<file path="src/rtl/frame_read_sched.sv">
// frame_read_sched: walks every vchn/chan buffer segment after a capture
// completes, reading each buffer through a shared address and emitting a
// header word plus the buffer words on a valid/ready stream.
`timescale 1ns/1ps
module frame_read_sched #(
  parameter int         NCHAN   = 4,
  parameter int         NVCHN   = 4,
  parameter int         ADDR_W  = 8,
  parameter int         DATA_W  = 32,
  parameter logic [7:0] HDR_TAG = 8'hA5
) (
  input  logic                    clk,
  input  logic                    rst,
  input  logic                    i_complite,
  input  logic [NCHAN*ADDR_W-1:0] i_data_len,
  input  logic [NCHAN*DATA_W-1:0] i_rd_data,
  output logic [1:0]              o_rd_vchn,
  output logic [1:0]              o_rd_chan,
  output logic [ADDR_W-1:0]       o_rd_addr,
  output logic [DATA_W-1:0]       o_out_data,
  output logic                    o_out_vld,
  input  logic                    i_out_rdy,
  output logic                    o_busy,
  output logic                    o_frame_done,
  output logic                    o_overrun
);

  localparam int PAD_W = DATA_W - 12 - ADDR_W;

  localparam logic [2:0] ST_IDLE  = 3'd0;
  localparam logic [2:0] ST_HDR   = 3'd1;
  localparam logic [2:0] ST_DATA  = 3'd2;
  localparam logic [2:0] ST_NEXT  = 3'd3;
  localparam logic [2:0] ST_DRAIN = 3'd4;

  logic [2:0]        state;
  logic [1:0]        vchn;
  logic [1:0]        chan;
  logic [ADDR_W-1:0] rd_addr;
  logic [ADDR_W-1:0] seg_len;
  logic              frame_done_r;
  logic              overrun_r;

  logic [ADDR_W-1:0] cur_len_p0;
  logic [DATA_W-1:0] hdr_word_p0;
  logic [2:0]        occ_p0;
  logic              credit_p0;
  logic              hdr_issue_p0;
  logic              rd_issue_p0;

  logic              vld_p1;
  logic              hdr_p1;
  logic [DATA_W-1:0] hdr_data_p1;
  logic [DATA_W-1:0] push_data_p1;

  logic [DATA_W-1:0] fifo_mem [2];
  logic [1:0]        fifo_cnt;
  logic              fifo_wp;
  logic              fifo_rp;
  logic              pop;
  logic              drain_ok;

  // Issue stage: occupancy counts the word leaving the FIFO this cycle so a
  // full pipeline still sustains one word per clock without overflowing.
  assign pop          = (fifo_cnt != 2'd0) && i_out_rdy;
  assign occ_p0       = {1'b0, fifo_cnt} - {2'b00, pop} + {2'b00, vld_p1};
  assign credit_p0    = (occ_p0 < 3'd2);
  assign cur_len_p0   = i_data_len[int'(chan)*ADDR_W +: ADDR_W];
  assign hdr_word_p0  = {HDR_TAG, vchn, chan, {PAD_W{1'b0}}, cur_len_p0};
  assign hdr_issue_p0 = (state == ST_HDR) && credit_p0;
  assign rd_issue_p0  = (state == ST_DATA) && credit_p0;

  // Landing stage: RAM data (chan still stable) or the registered header.
  assign push_data_p1 = hdr_p1 ? hdr_data_p1 : i_rd_data[int'(chan)*DATA_W +: DATA_W];
  assign drain_ok     = !vld_p1 && ((fifo_cnt == 2'd0) || ((fifo_cnt == 2'd1) && pop));

  // Segment sequencer: header, addresses, advance chan/vchn, then drain.
  always_ff @(posedge clk or posedge rst) begin
    if (rst) begin
      state        <= ST_IDLE;
      vchn         <= 2'd0;
      chan         <= 2'd0;
      rd_addr      <= '0;
      frame_done_r <= 1'b0;
      overrun_r    <= 1'b0;
    end else begin
      frame_done_r <= 1'b0;
      overrun_r    <= i_complite && (state != ST_IDLE);
      case (state)
        ST_IDLE: begin
          if (i_complite) begin
            state <= ST_HDR;
            vchn  <= 2'd0;
            chan  <= 2'd0;
          end
        end
        ST_HDR: begin
          if (credit_p0) begin
            if (cur_len_p0 != '0) begin
              state   <= ST_DATA;
              rd_addr <= '0;
            end else begin
              state <= ST_NEXT;
            end
          end
        end
        ST_DATA: begin
          if (credit_p0) begin
            if (rd_addr == seg_len - ADDR_W'(1)) state <= ST_NEXT;
            else                                  rd_addr <= rd_addr + ADDR_W'(1);
          end
        end
        ST_NEXT: begin
          if (chan == 2'(NCHAN - 1)) begin
            chan <= 2'd0;
            if (vchn == 2'(NVCHN - 1)) begin
              vchn  <= 2'd0;
              state <= ST_DRAIN;
            end else begin
              vchn  <= vchn + 2'd1;
              state <= ST_HDR;
            end
          end else begin
            chan  <= chan + 2'd1;
            state <= ST_HDR;
          end
        end
        ST_DRAIN: begin
          if (drain_ok) begin
            state        <= ST_IDLE;
            frame_done_r <= 1'b1;
          end
        end
        default: state <= ST_IDLE;
      endcase
    end
  end

  // In-flight tracking: one slot for a header or a pending RAM read.
  always_ff @(posedge clk or posedge rst) begin
    if (rst) begin
      vld_p1 <= 1'b0;
      hdr_p1 <= 1'b0;
    end else begin
      vld_p1 <= hdr_issue_p0 || rd_issue_p0;
      hdr_p1 <= hdr_issue_p0;
    end
  end

  // Output FIFO pointers and occupancy.
  always_ff @(posedge clk or posedge rst) begin
    if (rst) begin
      fifo_cnt <= 2'd0;
      fifo_wp  <= 1'b0;
      fifo_rp  <= 1'b0;
    end else begin
      fifo_cnt <= fifo_cnt + {1'b0, vld_p1} - {1'b0, pop};
      if (vld_p1) fifo_wp <= ~fifo_wp;
      if (pop)    fifo_rp <= ~fifo_rp;
    end
  end

  // Datapath registers: segment length, header word and FIFO storage.
  always_ff @(posedge clk) begin
    if (hdr_issue_p0) begin
      seg_len     <= cur_len_p0;
      hdr_data_p1 <= hdr_word_p0;
    end
    if (vld_p1) fifo_mem[fifo_wp] <= push_data_p1;
  end

  assign o_rd_vchn    = vchn;
  assign o_rd_chan    = chan;
  assign o_rd_addr    = rd_addr;
  assign o_out_vld    = (fifo_cnt != 2'd0);
  assign o_out_data   = o_out_vld ? fifo_mem[fifo_rp] : '0;
  assign o_busy       = (state != ST_IDLE);
  assign o_frame_done = frame_done_r;
  assign o_overrun    = overrun_r;

endmodule

</file>
<file path="config.mk">
export PLATFORM = sky130hd
export DESIGN_NAME = frame_read_sched
export DESIGN_NICKNAME = d
export VERILOG_FILES = /design/src/rtl/frame_read_sched.sv
export SDC_FILE = /design/constraint.sdc
export NUM_CORES = 1
export LEC_CHECK = 0
export CORE_UTILIZATION = 45
export CTS_BUF_LIST = sky130_fd_sc_hd__clkbuf_8
export CTS_CLUSTER_SIZE = 30
export DETAILED_ROUTE_END_ITERATION = 8
export DONT_BUFFER_PORTS = 1
export PLACE_DENSITY_LB_ADDON = 0.05
export SYNTH_ARGS = -nofsm -noshare
export SYNTH_HDL_FRONTEND = slang
export SYNTH_SLANG_ARGS = --single-unit
</file>
<file path="constraint.sdc">
create_clock -name clk -period 3.74 [get_ports clk]
set_clock_uncertainty 0.1 [all_clocks]
set_input_delay 0.374 -clock clk [delete_from_list [all_inputs] [get_ports clk]]
set_output_delay 0.374 -clock clk [all_outputs]
set_load 0.02 [all_outputs]
</file>
=== Word level (Yosys, flattened, before mapping) ===
Memories as Yosys holds them, arrays and structs flattened.
Index checks and enable logic that the tools add are counted.

* Register bits after elaboration: 43
* Memory bits (writable): 64
* Input port bits: 164
* Output and inout bits: 48
* Logic and storage cells: 89
* Memories: 1

{| class="wikitable"
|+ Memories
! memory !! depth !! bits a word !! rd ports !! clocked after Yosys merged registers in !! wr ports !! line !! text
|-
| fifo_mem || 2 || 32 || 1 || 0 || 1 || 56 || <nowiki>logic [DATA_W-1:0] fifo_mem [2];</nowiki>
|}

* Add/sub/neg operators: 8
* Order comparisons: 1
* Equality and inequality tests: 16
* Shift operators: 2
* Mux-type cells: 26
* Bitwise operators: 2
* Reduce and logical (&&, ||, !) cells: 20

{| class="wikitable"
|+ Operators by type and width
! kind !! count
|-
| indexed part select 128 x 8 -> 32 bit || 1
|-
| 2-to-1 mux 32 bit || 2
|-
| 2-to-1 mux 8 bit || 4
|-
| indexed part select 32 x 6 -> 8 bit || 1
|-
| 2-to-1 mux 3 bit || 7
|-
| case mux 8 bit (2 select lines) || 1
|-
| case mux 3 bit (5 select lines) || 1
|-
| inequality test 2 bit (second input constant) || 6
|-
| AND reduction 5 bit || 2
|-
| adder 8 x 1 -> 8 bit (second input constant) || 1
|-
| == test 8 bit || 1
|-
| 2-to-1 mux 2 bit || 4
|-
| case mux 2 bit (2 select lines) || 2
|-
| nonzero test 8 bit || 1
|-
| subtractor 8 x 1 -> 8 bit (second input constant) || 1
|-
| == test 3 x 2 -> 1 bit (second input constant) || 2
|-
| logical AND 1 bit || 6
|-
| nonzero test 2 bit || 3
|-
| 2-to-1 mux 1 bit || 5
|-
| adder 2 x 1 -> 2 bit (second input constant) || 2
|-
| == test 2 bit (second input constant) || 2
|-
| inequality test 2 x 1 -> 1 bit (second input constant) || 2
|-
| adder 3 x 1 -> 3 bit || 1
|-
| == test 3 x 1 -> 1 bit (second input constant) || 1
|-
| other kinds (14) || 16
|}

=== Longest topological paths before layout ===
Gate-level depths: netlist of the first run.

* Depth in word-level cells: 7
* Depth in mapped cells: 12
* Mapped depth without buffers: 12

=== Least setup slack after synthesis of the first run ===
OpenSTA, ideal clock, no wires.

* Path kind: register -> register
* Start point: register fifo_cnt[1]
* End point: register hdr_data_p1[20] (enable)
* Library setup time: 0.383 ns
* Data arrival time: 2.820 ns
* Required time: 3.257 ns
* Slack: 0.437 ns
* Stages on the path, launching flop included: 10
* Path buffers: 0
* Period minus slack after synthesis: 3.303 ns
* Cell sequence: dfrtp_1 -> nor2_1 -> nor2_1 -> ha_1 -> inv_1 -> ha_1 -> fa_1 -> xnor2_1 -> nor4_1 -> nor2b_1

* Longest elaborated chain between the ends: 6

{| class="wikitable"
|+ RTL lines
! element !! line !! text
|-
| start, declared || 57 || <nowiki>logic [1:0] fifo_cnt;</nowiki>
|-
| start signal, assigned || 157 || <nowiki>fifo_cnt <= fifo_cnt + {1'b0, vld_p1} - {1'b0, pop};</nowiki>
|-
| nonzero test 2 bit || 65 || <nowiki>assign pop = (fifo_cnt != 2'd0) && i_out_rdy;</nowiki>
|-
| logical AND 1 bit || 65 ||
|-
| net pop || 60 || <nowiki>logic pop;</nowiki>
|-
| subtractor 2 x 1 -> 3 bit || 66 || <nowiki>assign occ_p0 = {1'b0, fifo_cnt} - {2'b00, pop} + {2'b00, vld_p1};</nowiki>
|-
| adder 3 x 1 -> 3 bit || 66 ||
|-
| < comparator 3 x 2 -> 1 bit || 67 || <nowiki>assign credit_p0 = (occ_p0 < 3'd2);</nowiki>
|-
| logical AND 1 bit || 70 || <nowiki>assign hdr_issue_p0 = (state == ST_HDR) && credit_p0;</nowiki>
|-
| net hdr_issue_p0 || 48 || <nowiki>logic hdr_issue_p0;</nowiki>
|-
| end signal, assigned || 167 || <nowiki>hdr_data_p1 <= hdr_word_p0;</nowiki>
|-
| end, declared || 53 || <nowiki>logic [DATA_W-1:0] hdr_data_p1;</nowiki>
|}

The timed path passes the listed nets, and every way through them passes these cells.
A chain may end at the register's enable or synchronous reset.

=== Worst setup path in the final report of the first run ===
* Start point: register fifo_cnt[1]
* End point: register rd_addr[7], in the netlist o_rd_addr[7]

* Longest elaborated chain between the ends: 7
* Elaborated cells on any way between the ends: 8
* Classes of those cells: add/sub: 2; order compare: 1; eq/ne: 2; reduce/logical: 3

{| class="wikitable"
|+ RTL lines
! element !! line !! text
|-
| nonzero test 2 bit (*) || 65 ||
|-
| logical AND 1 bit (*) || 65 ||
|-
| net pop || 60 ||
|-
| subtractor 2 x 1 -> 3 bit (*) || 66 ||
|-
| adder 3 x 1 -> 3 bit (*) || 66 ||
|-
| < comparator 3 x 2 -> 1 bit (*) || 67 ||
|-
| inequality test 2 bit (no line) || n/a ||
|-
| AND reduction 5 bit (no line) (*) || n/a ||
|-
| end signal, assigned || 110 || <nowiki>else rd_addr <= rd_addr + ADDR_W'(1);</nowiki>
|-
| end, declared || 39 || <nowiki>logic [ADDR_W-1:0] rd_addr;</nowiki>
|}

Mark *: on every way through the listed nets, which the timed path passes. The rest lies on a longest branch.

==> impl_results.md, run 1 <==
* Outcome: complete, but fails checks
* Failing checks: hold timing
* Chip width at 112 um
* Final hold viol count at 23
* Number of global-route vias before repair at 3437
* Top_reg_cell synth: edfxtp_1
* Total CTS buffers at 9
* Max IR drop VDD at 0.427 mV
* Ys Warns at 0
* Final wirelength at 12100 um
* Mapped Nets at 573
* Synthesized area at 0.00549 mm^2
* Final max-slew violation count at 0
* IO buf count at 0
* Post-synth top area share at 41.6%
* Top-Level Pins at 212
* Startpoint class of the critical path: register
* Slowest CP cell: dfrtp_1
* CP bufs+invs at 2
* Later-pin clock latency in the skew report at 0.36 ns
* DRC at 0
* DRT Pass-1 Iters at 4
* DP Worst Slack at 0.698 ns
* Leakage power at 2.08 nW
* RSZ-0062 raised after global routing: false
* Reg2Reg Depth at 13
* Total chip power at 4.70 mW
* # setup viols final at 0
* Clock sink count at 99
* Ys async rst share at 23.2%
* Routability Congestion at 0.776
* Crit-path leading delay family: simple AND/OR/NAND/NOR gates
* F_max at 0.326 GHz
* Antenna violations before repair at 4
* Crit path largest cell delay at 0.46 ns
* Pwr dens at 808 mW/mm^2
* Worst-path clk slew at 0.09 ns
* Largest net degree at the start of global routing at 34
* CTS root buf: clkbuf_8
* WP data arrival at 3.26 ns
* Top post-synthesis cells by area: edfxtp_1 (42%), mux4_2 (16%), dfrtp_1 (10%)
* Max-cap violation count at 0
* H-tree depth at 3
* Row count at 39
* Yosys reg bits at 99
* R2R Setup Slk at 0.68 ns
* Final HPWL DP at 8670 um
* Via count at 3286
* Crit Reg-Reg Startpoint: fifo_cnt[1]
* Routed wire per std cell at 22.2 um
* Req. time, crit path at 3.94 ns
* Tmin final at 3.06 ns
* Reg2reg end: o_rd_addr[7]
* Max_slew headroom at 34.1%
* Iter 0 DRT Violations at 131
* Synth Instances at 402
* Initial Util at 47.0%
* Vias per cell at 6.04
* Seq/Total Area, Yosys at 52.1%
* Endpoint class of the critical path: register
* Number of fill cells in the layout at 1005
* EDFF count, synth at 76
* Tightest hold margin at -0.0174 ns
* Dpl cell area at 0.00562 mm^2
* Worst slew pin tran at 0.986 ns
* Cell taking the most area after synthesis: edfxtp_1
* Grt ovf at 0
* Crit-path cells: nor2_4 -> nor2_1 -> ha_1 -> inv_1 -> ha_1 -> fa_1 -> xnor2_1 -> nor4_1 -> buf_4 -> nand2_1 -> nor2_1 -> or4b_1 -> nand3_1
* Setup TNS at 0 ns
* P&R area growth vs syn at 6.00%
* DIE AREA at 0.0126 mm^2
* Worst Hold Class: in -> async
* Fraction of layout cells with a size suffix above 1 at 22.0%
* CTS tree: yes
* Post-cts sizing count at 0
* Chip height at 112 um
* Final #Nets at 566
* Post-route setup slack at 0.675 ns
* Top-count cell post-synth: edfxtp_1
* Fin crit share at 81.9%
* Critical path class: reg -> reg
* Postcts setup bufs at 0
* Post-route ant nets at 0
* Total GRT Usage at 19.8%
* Post-synth cell types at 47
* First-pass GRT wire length at 18600 um
* CTS Buffer Depth at 2
* Hold buffer count at CTS at 0
* Mapped Avg Cell Area at 13.6 um^2
* Max FO, Critical Path at 7
* Top cells by count, synth: edfxtp_1 (76), nor2_1 (45), mux4_2 (40), mux2i_1 (32), dfrtp_1 (23)
* Final instance area at 0.00581 mm^2
* Core ar. at 0.0117 mm^2
## per-stage QoR
stage	util, %	instances	hold WS [ns]
floorplan	-	402	0.276
global placement	48.2	527	0.406
detailed placement	48.2	527	0.408
CTS	49.8	543	0.0119
global route	49.9	544	0.0231
finish	49.9	544	-0.0174
## routing by layer
layer / up-vias / part of all wire, % / GRT usage (%)
li1: 1519 / - / -
met1: 1578 / 41 / 25.0
met2: 159 / 48 / 32.3
met3: 24 / 7.9 / 6.10
met4: 6 / 1.9 / 7.29
met5: - / 0.38 / 0
## area by class of cell
cell class / instances / area [um^2] / area share [%]
Antenna cell: 1 / 2.50 / 0.0430
Clock buffer: 10 / 138 / 2.37
Clock inverter: 6 / 57.6 / 0.990
Inverter: 14 / 52.6 / 0.904
Multi-Input combinational cell: 264 / 2470 / 42.5
Sequential cell: 99 / 2860 / 49.3
Tap cell: 143 / 179 / 3.08
Timing Repair Buffer: 7 / 52.6 / 0.904
## cell usage in the layout, fill, tap and decap left out, types with 2 or more instances in the layout
cell        synthesis  routed
a211oi_1            2       2
a21oi_1             5       5
a22o_1              3       3
a31oi_1             3       3
and2_1              3       2
and3_1              3       3
buf_4               0       7
clkbuf_8            0      10
clkinvlp_4          0       2
dfrtp_1            23      20
dfrtp_2             0       2
edfxtp_1           76      76
ha_1                6       6
inv_1              14      15
mux2_2             13      13
mux2i_1            32      32
mux4_2             40      40
nand2_1            16      16
nand2b_1            3       3
nand3_1             7       7
nor2_1             45      44
nor2b_1            21      20
nor3_1              6       6
nor4_1              4       4
o211ai_1            5       5
o21ai_0             6       6
o31ai_1             2       2
or2_2               4       4
or3_1               3       3
or4_1               4       4
xnor2_1             6       6
xor2_1              7       7
## sequential cells by signal, indices dropped and copies added (netlist names)
name,count
o_rd_chan,2
hdr_p1,1
hdr_data_p1,5
fifo_wp,1
state,3
vld_p1,1
o_rd_vchn,2
o_overrun,1
fifo_cnt,2
o_rd_addr,8
o_frame_done,1
fifo_mem,64
seg_len,7
fifo_rp,1
## worst max-delay path by stage
stage,start,endpoint,cells after the start
floorplan,fifo_cnt[1],hdr_data_p1[20],9
global placement,fifo_cnt[1],o_rd_addr[7],13
detailed placement,fifo_cnt[1],o_rd_addr[7],12
CTS,fifo_cnt[1],o_rd_addr[7],13
global route,fifo_cnt[1],o_rd_addr[7],13
finish,fifo_cnt[1],o_rd_addr[7],13
## cell families (layout without fill, tap and decap cells)
family | count (synthesis) | in the layout | share of synthesized area, %
compound gates | 34 | 34 | 4.33
fa+ha+maj | 7 | 7 | 1.73
xor+xnor | 13 | 13 | 2.08
simple gates | 125 | 125 | 11.6
other cells | 0 | 1 | 0
flops | 99 | 99 | 52.1
mux | 85 | 85 | 24.9
buf+inv | 39 | 37 | 3.19
## report_power, final
group / internal (mW) / switching, mW / total (mW)
Combinational: 0.880 / 1.13 / 2.01
Sequential: 1.59 / 0.413 / 2.00
Clock: 0.322 / 0.361 / 0.683
Total: 2.79 / 1.91 / 4.70
Power figures use the tool's default switching activity.
==> inputs of run 2 (changes only) <==
==> constraint.sdc (replaced) <==
create_clock -name clk -period 2.8 [get_ports clk]
set_clock_uncertainty 0.1 [all_clocks]
set_input_delay 0.28 -clock clk [delete_from_list [all_inputs] [get_ports clk]]
set_output_delay 0.28 -clock clk [all_outputs]
set_load 0.02 [all_outputs]
==> impl_results.md, run 2 (synthesis results as in run 1) <==
* # setup viols final at 0 (unchanged)
* Gr busiest metal: met2
* Chip width at 112 um (unchanged)
* Routability Congestion at 0.789 (+1.7%)
* Total CTS buffers at 9 (unchanged)
* H-tree depth at 3 (unchanged)
* Vias per cell at 5.95 (-1.4%)
* CTS Buffer Depth at 2 (unchanged)
* Via count at 3376 (+2.7%)
* Row count at 39 (unchanged)
* Worst slew pin tran at 0.951 ns (-0.0348 ns)
* DIE AREA at 0.0126 mm^2 (unchanged)
* F_max at 0.361 GHz (+11%)
* Final instance area at 0.00607 mm^2 (+4.4%)
* CTS root buf: clkbuf_8
* Post-route ant nets at 0 (unchanged)
* Largest net degree at the start of global routing at 34 (unchanged)
* P&R area growth vs syn at 10.7%
* Commonest non-fill, non-tap cell in the layout: edfxtp_1
* Met3 usage at 5.24% (-0.86 points)
* Routed wire per std cell at 21.7 um (-2.3%)
* Met2 Track Usage GR at 31.3% (-1.0 points)
* Max-cap violation count at 0 (unchanged)
* Req. time, crit path at 2.79 ns (-1.15 ns)
* Worst-path clk slew at 0.09 ns (about the same)
* Core ar. at 0.0117 mm^2 (unchanged)
* WP data arrival at 2.76 ns (-0.50 ns)
* Setup TNS at 0 ns (unchanged)
* Max FO, Critical Path at 6 (-1)
* Outcome: finished clean
* Fin crit share at 99.0% (+17 points)
* Pwr dens at 1100 mW/mm^2 (+36%)
* Met1 Use GR at 27.5% (+2.5 points)
* Max IR drop VDD at 0.669 mV (+57%)
* Grt ovf at 0 (unchanged)
* Worst Hold Class: in -> reg
* IO buf count at 0 (unchanged)
* Total chip power at 6.67 mW (+42%)
* Chip height at 112 um (unchanged)
* Final hold viol count at 0 (-100%)
* Top-Level Pins at 212 (unchanged)
* Reg with most FFs: fifo_mem
* First-pass GRT wire length at 18900 um (+1.5%)
* RSZ-0062 raised after global routing: true
* Endpoint class of the critical path: register
* Final wirelength at 12300 um (+1.9%)
* Leakage power at 2.20 nW (+5.6%)
* CTS tree: yes
* Total GRT Usage at 20.0% (+0.18 points)
* Later-pin clock latency in the skew report at 0.36 ns (about the same)
* Dpl cell area at 0.00578 mm^2 (+2.9%)
* Final HPWL DP at 8990 um (+3.7%)
* Startpoint class of the critical path: register
* DRC at 0 (unchanged)
* Clock sink count at 99 (unchanged)
* Final #Nets at 585 (+3.4%)
* Max reg flops at 64 (unchanged)
* Final max-slew violation count at 0 (unchanged)
* Most frequent cells in the layout: edfxtp_1 (76), nor2_1 (43), mux4_2 (40)
* Number of fill cells in the layout at 956 (-4.9%)
* Iter 0 DRT Violations at 126 (-3.8%)
* DRT Pass-1 Iters at 4 (unchanged)
* Tmin final at 2.77 ns (-0.292 ns)
* Number of global-route vias before repair at 3359 (-2.3%)
* Critical path class: reg -> reg
* Antenna violations before repair at 4 (unchanged)
* Initial Util at 47.0% (unchanged)
* Fraction of layout cells with a size suffix above 1 at 27.4% (+5.4 points)
* Tightest hold margin at 0.0907 ns (+0.108 ns)
* Max_slew headroom at 36.5% (+2.4 points)
## run 2: metal layers
layer / routed length (um) / up-vias
met1: 5280 / 1651
met3: 966 / 11
li1: - / 1561
met4: 128 / 2
met5: 13 / -
met2: 5930 / 151
## run 2: power by group
part	leakage, nW	internal [mW]	switching (mW)
clock network	0.0981	0.419	0.520
logic	1.11	1.43	1.71
registers	0.991	2.13	0.463
## run 2: through the flow
stage          utilization, %  instances  worst slack [ns]
2_1_floorplan               -        402            0.0228
3_3_place_gp             49.6        540            0.0216
3_5_place_dp             49.6        540           -0.0728
4_1_cts                  51.6        559          -0.00144
5_1_grt                  52.0        563           -0.0800
6_report                 52.1        567            0.0269
## run 2: final cells by class
cell class | instances | area, um^2 | share of cell area (%)
Antenna cell | 5 | 12.5 | 0.206
Clock buffer | 9 | 124 | 2.04
Clock inverter | 7 | 72.6 | 1.20
Inverter | 14 | 52.6 | 0.865
Multi-Input combinational cell | 264 | 2510 | 41.4
Sequential cell | 99 | 2870 | 47.2
Tap cell | 143 | 179 | 2.95
Timing Repair Buffer | 26 | 255 | 4.20
## run 2: what timing repair did
item	CTS	global route
hold buffers	2	0
gates cloned	0	1
gates resized for setup	0	1
hold endpoints to repair	24	0
setup endpoints to repair	13	18
setup buffers	1	2
pin swaps	2	2
## run 2: final timing paths
check / cells past startpoint / endpoint / slack, ns / from
min: 2 / o_rd_vchn[1] / 0.09 / i_complite
max reg2reg: 10 / hdr_data_p1[22] / 0.03 / fifo_cnt[1]
max in group asynchronous: 2 / o_rd_chan[0] / 1.43 / rst
min in group asynchronous: 2 / o_rd_addr[1] / 0.47 / rst
max: 10 / hdr_data_p1[22] / 0.03 / fifo_cnt[1]
min reg2reg: 1 / fifo_wp / 0.45 / fifo_wp
## run 2: worst max-delay path, stage by stage (launching register included)
cell       delay, ns
dfrtp_2         0.43
nor2_4          0.12
nor2_2          0.05
ha_1            0.27
inv_1           0.07
ha_2            0.17
fa_2            0.46
nor4_4          0.28
buf_4           0.18
nor2b_4         0.20
clkbuf_16       0.17
